<file path="config.mk">
export PLATFORM = sky130hd
export DESIGN_NAME = pipeline_ctrl_flat
export DESIGN_NICKNAME = d
export VERILOG_FILES = /design/src/rtl/pipeline_ctrl_pkg.sv /design/src/rtl/pipeline_ctrl_if.sv /design/src/rtl/pipeline_ctrl_counter.sv /design/src/rtl/pipeline_ctrl.sv /design/src/flat_wrapper.sv
export SDC_FILE = /design/constraint.sdc
export NUM_CORES = 1
export LEC_CHECK = 0
export BUFFER_PORTS_ARGS = -buffer_cell sky130_fd_sc_hd__buf_2
export CORE_ASPECT_RATIO = 1.4
export CORE_MARGIN = 2
export CORE_UTILIZATION = 52
export CTS_CLUSTER_DIAMETER = 60
export DETAILED_ROUTE_END_ITERATION = 8
export PLACE_DENSITY_LB_ADDON = 0.08
export REMOVE_ABC_BUFFERS = 1
export SKIP_CTS_REPAIR_TIMING = 1
export SYNTH_ARGS = -nofsm -noshare
export SYNTH_HDL_FRONTEND = slang
export SYNTH_HIERARCHICAL = 1
export SYNTH_SLANG_ARGS = --single-unit
</file>
<file path="constraint.sdc">
create_clock -name clk -period 7.6 [get_ports clk]
set_clock_uncertainty 0.1 [all_clocks]
set_input_delay 1.52 -clock clk [delete_from_list [all_inputs] [get_ports clk]]
set_output_delay 1.52 -clock clk [all_outputs]
set_load 0.005 [all_outputs]
</file>
<file path="src/rtl/pipeline_ctrl_pkg.sv">
// pipeline_ctrl_pkg
//   Shared types and constants for the pipeline stall/flush sequencer.
//   - ctrl_state_t : sequencer state (RUN, MEM_WAIT, KILL)
//   - stage_ctrl_t : enable/flush pair for one pipeline register
//   - REG_ZERO     : architectural x0 index, never a hazard source
package pipeline_ctrl_pkg;

  typedef enum logic [1:0] {
    RUN      = 2'd0,
    MEM_WAIT = 2'd1,
    KILL     = 2'd2
  } ctrl_state_t;

  typedef struct packed {
    logic en;
    logic flush;
  } stage_ctrl_t;

  localparam logic [4:0] REG_ZERO = 5'd0;

endpackage

</file>
<file path="src/rtl/pipeline_ctrl_if.sv">
// pipeline_ctrl_if
//   Bundle between the RV32I datapath and the stall/flush sequencer.
//   master : datapath side (drives hazard/handshake status, receives controls)
//   slave  : sequencer side (reads status, drives PC and stage controls)
//   Status : id_rs1/id_rs2/id_use_rs1/id_use_rs2, ex_rd/ex_mem_read/ex_redirect,
//            imem_valid/imem_busy, mem_dreq/dmem_ready
//   Control: pc_en/pc_sel and en/flush for IF_ID, ID_EX, EX_MEM, MEM_WB
interface pipeline_ctrl_if;

  logic [4:0] id_rs1;
  logic [4:0] id_rs2;
  logic       id_use_rs1;
  logic       id_use_rs2;
  logic [4:0] ex_rd;
  logic       ex_mem_read;
  logic       ex_redirect;
  logic       imem_valid;
  logic       imem_busy;
  logic       mem_dreq;
  logic       dmem_ready;

  logic       pc_en;
  logic       pc_sel;
  logic       if_id_en;
  logic       if_id_flush;
  logic       id_ex_en;
  logic       id_ex_flush;
  logic       ex_mem_en;
  logic       ex_mem_flush;
  logic       mem_wb_en;
  logic       mem_wb_flush;

  modport master (
    output id_rs1, id_rs2, id_use_rs1, id_use_rs2, ex_rd, ex_mem_read,
           ex_redirect, imem_valid, imem_busy, mem_dreq, dmem_ready,
    input  pc_en, pc_sel, if_id_en, if_id_flush, id_ex_en, id_ex_flush,
           ex_mem_en, ex_mem_flush, mem_wb_en, mem_wb_flush
  );

  modport slave (
    input  id_rs1, id_rs2, id_use_rs1, id_use_rs2, ex_rd, ex_mem_read,
           ex_redirect, imem_valid, imem_busy, mem_dreq, dmem_ready,
    output pc_en, pc_sel, if_id_en, if_id_flush, id_ex_en, id_ex_flush,
           ex_mem_en, ex_mem_flush, mem_wb_en, mem_wb_flush
  );

endinterface

</file>
<file path="src/rtl/pipeline_ctrl_counter.sv">
// ctrl_event_counter
//   Free-running event counter, wraps modulo 2^W.
//   clk, reset_n (async active-low clear), inc (count this cycle), count (value)
module ctrl_event_counter #(
  parameter int W = 32
) (
  input  logic         clk,
  input  logic         reset_n,
  input  logic         inc,
  output logic [W-1:0] count
);

  localparam logic [W-1:0] ONE = W'(1);

  logic [W-1:0] count_q;

  always_ff @(posedge clk or negedge reset_n) begin
    if (!reset_n) begin
      count_q <= '0;
    end else if (inc) begin
      count_q <= count_q + ONE;
    end
  end

  assign count = count_q;

endmodule

</file>
<file path="src/rtl/pipeline_ctrl.sv">
// pipeline_ctrl
//   Stall/flush sequencer for the 5-stage RV32I pipeline. Resolves, in priority
//   order, data-memory freeze, EX redirect, load-use bubble and fetch wait, and
//   discards fetches that were in flight when a redirect was taken.
//   clk, reset_n        : clock, async active-low reset
//   bus (slave)         : hazard/handshake status in, PC and stage controls out
//   stall_cnt           : cycles with pc_en=0 (outside reset)
//   flush_cnt           : redirects applied
module pipeline_ctrl
  import pipeline_ctrl_pkg::*;
#(
  parameter int CNT_W = 32
) (
  input  logic             clk,
  input  logic             reset_n,
  pipeline_ctrl_if.slave   bus,
  output logic [CNT_W-1:0] stall_cnt,
  output logic [CNT_W-1:0] flush_cnt
);

  ctrl_state_t state_q, state_d;
  ctrl_state_t eff_state;
  logic        ret_kill_q, ret_kill_d;

  logic        freeze;
  logic        rs1_hit, rs2_hit, load_use;

  stage_ctrl_t if_id_c, id_ex_c, ex_mem_c, mem_wb_c;
  logic        pc_en_c, pc_sel_c;

  assign freeze   = bus.mem_dreq & ~bus.dmem_ready;
  assign rs1_hit  = bus.id_use_rs1 & (bus.id_rs1 == bus.ex_rd);
  assign rs2_hit  = bus.id_use_rs2 & (bus.id_rs2 == bus.ex_rd);
  assign load_use = bus.ex_mem_read & (bus.ex_rd != REG_ZERO) & (rs1_hit | rs2_hit);

  // On the cycle a freeze releases, behave as the state it interrupted.
  assign eff_state = (state_q == MEM_WAIT) ? (ret_kill_q ? KILL : RUN) : state_q;

  always_ff @(posedge clk or negedge reset_n) begin
    if (!reset_n) begin
      state_q    <= RUN;
      ret_kill_q <= 1'b0;
    end else begin
      state_q    <= state_d;
      ret_kill_q <= ret_kill_d;
    end
  end

  always_comb begin
    state_d    = eff_state;
    ret_kill_d = ret_kill_q;
    if (freeze) begin
      state_d = MEM_WAIT;
      // Capture the interrupted state only on entry; a long freeze holds it.
      if (state_q != MEM_WAIT) begin
        ret_kill_d = (state_q == KILL);
      end
    end else if (bus.ex_redirect) begin
      // A fetch still outstanding belongs to the old path and must be dropped.
      state_d = (bus.imem_busy & ~bus.imem_valid) ? KILL : RUN;
    end else if ((eff_state == KILL) && bus.imem_valid) begin
      state_d = RUN;
    end
  end

  always_comb begin
    pc_en_c  = 1'b0;
    pc_sel_c = 1'b0;
    if_id_c  = '0;
    id_ex_c  = '0;
    ex_mem_c = '0;
    mem_wb_c = '0;
    if (reset_n && !freeze) begin
      ex_mem_c.en = 1'b1;
      mem_wb_c.en = 1'b1;
      id_ex_c.en  = 1'b1;
      if (bus.ex_redirect) begin
        pc_en_c        = 1'b1;
        pc_sel_c       = 1'b1;
        if_id_c.en     = 1'b1;
        if_id_c.flush  = 1'b1;
        id_ex_c.flush  = 1'b1;
      end else if (load_use) begin
        // Hold IF_ID and the PC, inject one bubble into ID_EX.
        id_ex_c.flush = 1'b1;
      end else begin
        if_id_c.en = 1'b1;
        if ((eff_state == KILL) || !bus.imem_valid) begin
          if_id_c.flush = 1'b1;
        end else begin
          pc_en_c = 1'b1;
        end
      end
    end
  end

  assign bus.pc_en        = pc_en_c;
  assign bus.pc_sel       = pc_sel_c;
  assign bus.if_id_en     = if_id_c.en;
  assign bus.if_id_flush  = if_id_c.flush;
  assign bus.id_ex_en     = id_ex_c.en;
  assign bus.id_ex_flush  = id_ex_c.flush;
  assign bus.ex_mem_en    = ex_mem_c.en;
  assign bus.ex_mem_flush = ex_mem_c.flush;
  assign bus.mem_wb_en    = mem_wb_c.en;
  assign bus.mem_wb_flush = mem_wb_c.flush;

  ctrl_event_counter #(.W(CNT_W)) u_stall_cnt (
    .clk     (clk),
    .reset_n (reset_n),
    .inc     (reset_n & ~pc_en_c),
    .count   (stall_cnt)
  );

  // pc_sel is high exactly on cycles where a redirect is applied.
  ctrl_event_counter #(.W(CNT_W)) u_flush_cnt (
    .clk     (clk),
    .reset_n (reset_n),
    .inc     (pc_sel_c),
    .count   (flush_cnt)
  );

endmodule
</file>
<file path="src/flat_wrapper.sv">
// flat-port wrapper written by rule: the top's interface ports become plain ports
module pipeline_ctrl_flat import pipeline_ctrl_pkg::*;
#(
  parameter int CNT_W = 32
)
  (clk, reset_n, stall_cnt, flush_cnt, bus_id_rs1, bus_id_rs2, bus_id_use_rs1, bus_id_use_rs2, bus_ex_rd, bus_ex_mem_read, bus_ex_redirect, bus_imem_valid, bus_imem_busy, bus_mem_dreq, bus_dmem_ready, bus_pc_en, bus_pc_sel, bus_if_id_en, bus_if_id_flush, bus_id_ex_en, bus_id_ex_flush, bus_ex_mem_en, bus_ex_mem_flush, bus_mem_wb_en, bus_mem_wb_flush);
  pipeline_ctrl_if bus_i ();
  input  logic clk;
  input  logic reset_n;
  output logic [CNT_W-1:0] stall_cnt;
  output logic [CNT_W-1:0] flush_cnt;
  input wire logic [$bits(bus_i.id_rs1)-1:0] bus_id_rs1;
  input wire logic [$bits(bus_i.id_rs2)-1:0] bus_id_rs2;
  input wire logic [$bits(bus_i.id_use_rs1)-1:0] bus_id_use_rs1;
  input wire logic [$bits(bus_i.id_use_rs2)-1:0] bus_id_use_rs2;
  input wire logic [$bits(bus_i.ex_rd)-1:0] bus_ex_rd;
  input wire logic [$bits(bus_i.ex_mem_read)-1:0] bus_ex_mem_read;
  input wire logic [$bits(bus_i.ex_redirect)-1:0] bus_ex_redirect;
  input wire logic [$bits(bus_i.imem_valid)-1:0] bus_imem_valid;
  input wire logic [$bits(bus_i.imem_busy)-1:0] bus_imem_busy;
  input wire logic [$bits(bus_i.mem_dreq)-1:0] bus_mem_dreq;
  input wire logic [$bits(bus_i.dmem_ready)-1:0] bus_dmem_ready;
  output wire logic [$bits(bus_i.pc_en)-1:0] bus_pc_en;
  output wire logic [$bits(bus_i.pc_sel)-1:0] bus_pc_sel;
  output wire logic [$bits(bus_i.if_id_en)-1:0] bus_if_id_en;
  output wire logic [$bits(bus_i.if_id_flush)-1:0] bus_if_id_flush;
  output wire logic [$bits(bus_i.id_ex_en)-1:0] bus_id_ex_en;
  output wire logic [$bits(bus_i.id_ex_flush)-1:0] bus_id_ex_flush;
  output wire logic [$bits(bus_i.ex_mem_en)-1:0] bus_ex_mem_en;
  output wire logic [$bits(bus_i.ex_mem_flush)-1:0] bus_ex_mem_flush;
  output wire logic [$bits(bus_i.mem_wb_en)-1:0] bus_mem_wb_en;
  output wire logic [$bits(bus_i.mem_wb_flush)-1:0] bus_mem_wb_flush;
  assign bus_i.id_rs1 = bus_id_rs1;
  assign bus_i.id_rs2 = bus_id_rs2;
  assign bus_i.id_use_rs1 = bus_id_use_rs1;
  assign bus_i.id_use_rs2 = bus_id_use_rs2;
  assign bus_i.ex_rd = bus_ex_rd;
  assign bus_i.ex_mem_read = bus_ex_mem_read;
  assign bus_i.ex_redirect = bus_ex_redirect;
  assign bus_i.imem_valid = bus_imem_valid;
  assign bus_i.imem_busy = bus_imem_busy;
  assign bus_i.mem_dreq = bus_mem_dreq;
  assign bus_i.dmem_ready = bus_dmem_ready;
  assign bus_pc_en = bus_i.pc_en;
  assign bus_pc_sel = bus_i.pc_sel;
  assign bus_if_id_en = bus_i.if_id_en;
  assign bus_if_id_flush = bus_i.if_id_flush;
  assign bus_id_ex_en = bus_i.id_ex_en;
  assign bus_id_ex_flush = bus_i.id_ex_flush;
  assign bus_ex_mem_en = bus_i.ex_mem_en;
  assign bus_ex_mem_flush = bus_i.ex_mem_flush;
  assign bus_mem_wb_en = bus_i.mem_wb_en;
  assign bus_mem_wb_flush = bus_i.mem_wb_flush;
  pipeline_ctrl #(.CNT_W(CNT_W)) u_core (.clk(clk), .reset_n(reset_n), .bus(bus_i), .stall_cnt(stall_cnt), .flush_cnt(flush_cnt));
endmodule
</file>
==> qor.yml <==
muxShareOfSynthArea_pct: 0.6852
synth_top_family_by_area: "simple AND/OR/NAND/NOR gates"
grt_pass1_vias: 2516
fin_cells: 476
die_y_um: 98.07
power.density_nw_per_um2: 207.1
gr-usage-all-layers_pct: 20.52
synthTopCellsByArea: "dfrtp_1, xnor2_1, xor2_1"
synth-edff-count: 0
crit_path_end_kind: "output port"
synth-xor-area-share_pct: 19.19
synthCells: 295
m1WireLength_um: 2839
place_area_sq_um: 3839
maxSlewHeadroom_pct: 36.81
fin_crit_sh_pct: 62.80
leakage_nw: 2.054
yosysWarnings: 6
drc_errors: 0
maxCapViolations: 0
area_growth_pct: 21.66
clk_latency_ns: 0.33
yosys.area.top_type_share_pct: 51.01
multi_input_area_sq_um: 1562
clkSinkCount: 67
critPathArrivalTime_ns: 3.15
met3_length_um: 359
wl_met2_um: 3503
synth_fa_ha_area_share_pct: 0.7613
syn_area_sq_um: 3287
final_hold_viol_count: 0
antenna_found_initial: 0
slew_violations: 0
worst_pin_slew_ns: 0.9392
grt_pass1_wl_um: 11530
hold_path_depth: 1
grt-ovfl-total: 0
top_layer: "met4"
rr_worst_depth: 7
synthFlopType: "dfrtp_1"
rsz0062_at_grt: "no"
grt_max_degree: 70
num_io_pins: 99
antenna_cells: 0
min_period_ns: 4.773
detail-route-antenna-nets: 0
max_freq_mhz: 209.5
port_buffers: 96
drive_gt1_share_pct: 31.68
cts_tree: "yes"
dieWidth_um: 71.20
coreArea_sq_um: 6168
globalplace.congestion: 0.8462
wl_per_cell_um: 14.25
clk_pin_slew_ns: 0.06
postLayoutSetupSlackWorst_ns: 2.827
synth-simple-area-share_pct: 24.29
synth_area_per_cell_sq_um: 11.14
ys_types: 35
num_vias: 2658
fin_nets: 427
outcome: "complete, no violations"
drt_pre_antenna_iters: 4
drt_iter0_drc: 137
fin_setup_tns_ns: 0
synth-compound-area-share_pct: 2.360
yosys.area.top_type: "dfrtp_1"
finalSetupViolCount: 0
fin_area_sq_um: 3999
ys_seq_area_share_pct: 51.01
crit_fanout: 69
ys_seq_elements: 67
cts_buffer_depth: 2
numCtsBuffers: 9
viasPerCell: 5.584
hpwl_um: 5025
cp-start-kind: "primary input"
cp.required_ns: 5.98
peakVddDrop_uv: 133.2
async_reset_ff_share_pct: 100.0
dpl.cell_count: 461
hold_class: "flip-flop to flip-flop"
initial_utilization_pct: 53.29
h-tree-depth: 3
n_fill_cell: 520
regArea_sq_um: 1677
row_count: 34
place_ws_ns: 2.743
routed_wl_um: 6784
worstSetupPathType: "primary input to output port"
cts_root_buf: "clkbuf_8"
dieArea_sq_um: 6982
total_power_uw: 828.2
## cells in the mapped netlist, types with 2 or more instances
master and count:
dfrtp_1 67, xnor2_1 40, xor2_1 32, nand2_1 25, nand4_1 20, nand3_1 19
nor3_1 11, nor4_1 10, and3_1 8, nor2_1 8, and4_1 6, inv_1 6
and2_1 4, buf_4 4, nor4_2 4, o21ai_0 4, or4_4 3, and4_2 2
ha_1 2, mux2_2 2, nand4_4 2, nor3b_1 2, or2b_2 2
## worst max-delay path, cell delays in order
cell,delay [ns]
buf_2,0.08
buf_4,0.64
nand2_1,0.26
inv_1,0.18
nand2_1,0.09
inv_1,0.21
buf_2,0.17
## cells by family after synthesis
family	count (synthesis)
flops	67
xor+xnor	72
buf+inv	10
mux	2
compound gates	11
other cells	1
fa+ha+maj	2
simple gates	130
## area by class of cell
type | count | area share, %
Clock buffer | 12 | 3.630
Clock inverter | 3 | 0.3755
Inverter | 6 | 0.5632
Multi-Input combinational cell | 219 | 39.05
Sequential cell | 67 | 41.93
Tap cell | 72 | 2.253
Timing Repair Buffer | 97 | 12.20
## cell usage in the layout, fill, tap and decap left out, types with 3 or more instances in the layout
cell type,Yosys,final
nor3_1,11,11
nand4_1,20,20
inv_1,6,6
nor4_2,4,4
buf_2,0,96
clkinv_2,0,3
or4_4,3,3
xnor2_1,40,40
and2_1,4,4
dfrtp_1,67,67
nor2_1,8,8
clkbuf_8,0,10
o21ai_0,4,4
nand3_1,19,19
and4_1,6,6
nand2_1,25,25
and3_1,8,8
nor4_1,10,10
xor2_1,32,32
## power by group
part | switching, mW | internal [mW] | total [mW]
clock | 0.123 | 0.124 | 0.247
combinational | 0.0677 | 0.0679 | 0.136
sequential | 0.0540 | 0.392 | 0.446
total | 0.245 | 0.584 | 0.828
## routing by layer
metal	global-route usage (%)	up-vias
li1	-	1255
met1	25.31	1318
met2	34.90	79
met3	5.057	6
met4	6.821	0
met5	0	-
## registers in the layout, indices dropped and copies added, names as in the netlist
name	count
u_core/ret_kill_q	1
u_core/state_q	2
u_core/u_flush_cnt/count	32
u_core/u_stall_cnt/count	32
## metrics by stage
stage	util [%]	hold slack (ns)
global placement	62.23	0.3575
finish	64.83	0.3688
CTS	64.83	0.3741
global route	64.83	0.3970
floorplan	-	0.3683
detailed placement	62.23	0.3651
## path summary, 6_finish.rpt
path,from,end,slack [ns]
setup reg to reg,u_core/state_q[0]$_DFF_PN0_,u_core/u_stall_cnt/count[27]$_DFFE_PN0P_,4.66
hold reg to reg,u_core/u_stall_cnt/count[31]$_DFFE_PN0P_,u_core/u_stall_cnt/count[31]$_DFFE_PN0P_,0.37
min in group asynchronous,reset_n,u_core/u_flush_cnt/count[7]$_DFFE_PN0P_,1.27
max in group asynchronous,reset_n,u_core/u_stall_cnt/count[2]$_DFFE_PN0P_,5.59
hold / removal,u_core/u_stall_cnt/count[31]$_DFFE_PN0P_,u_core/u_stall_cnt/count[31]$_DFFE_PN0P_,0.37
setup / recovery,reset_n,bus_pc_sel,2.83
Note: power is estimated with default switching activity, not from simulation.
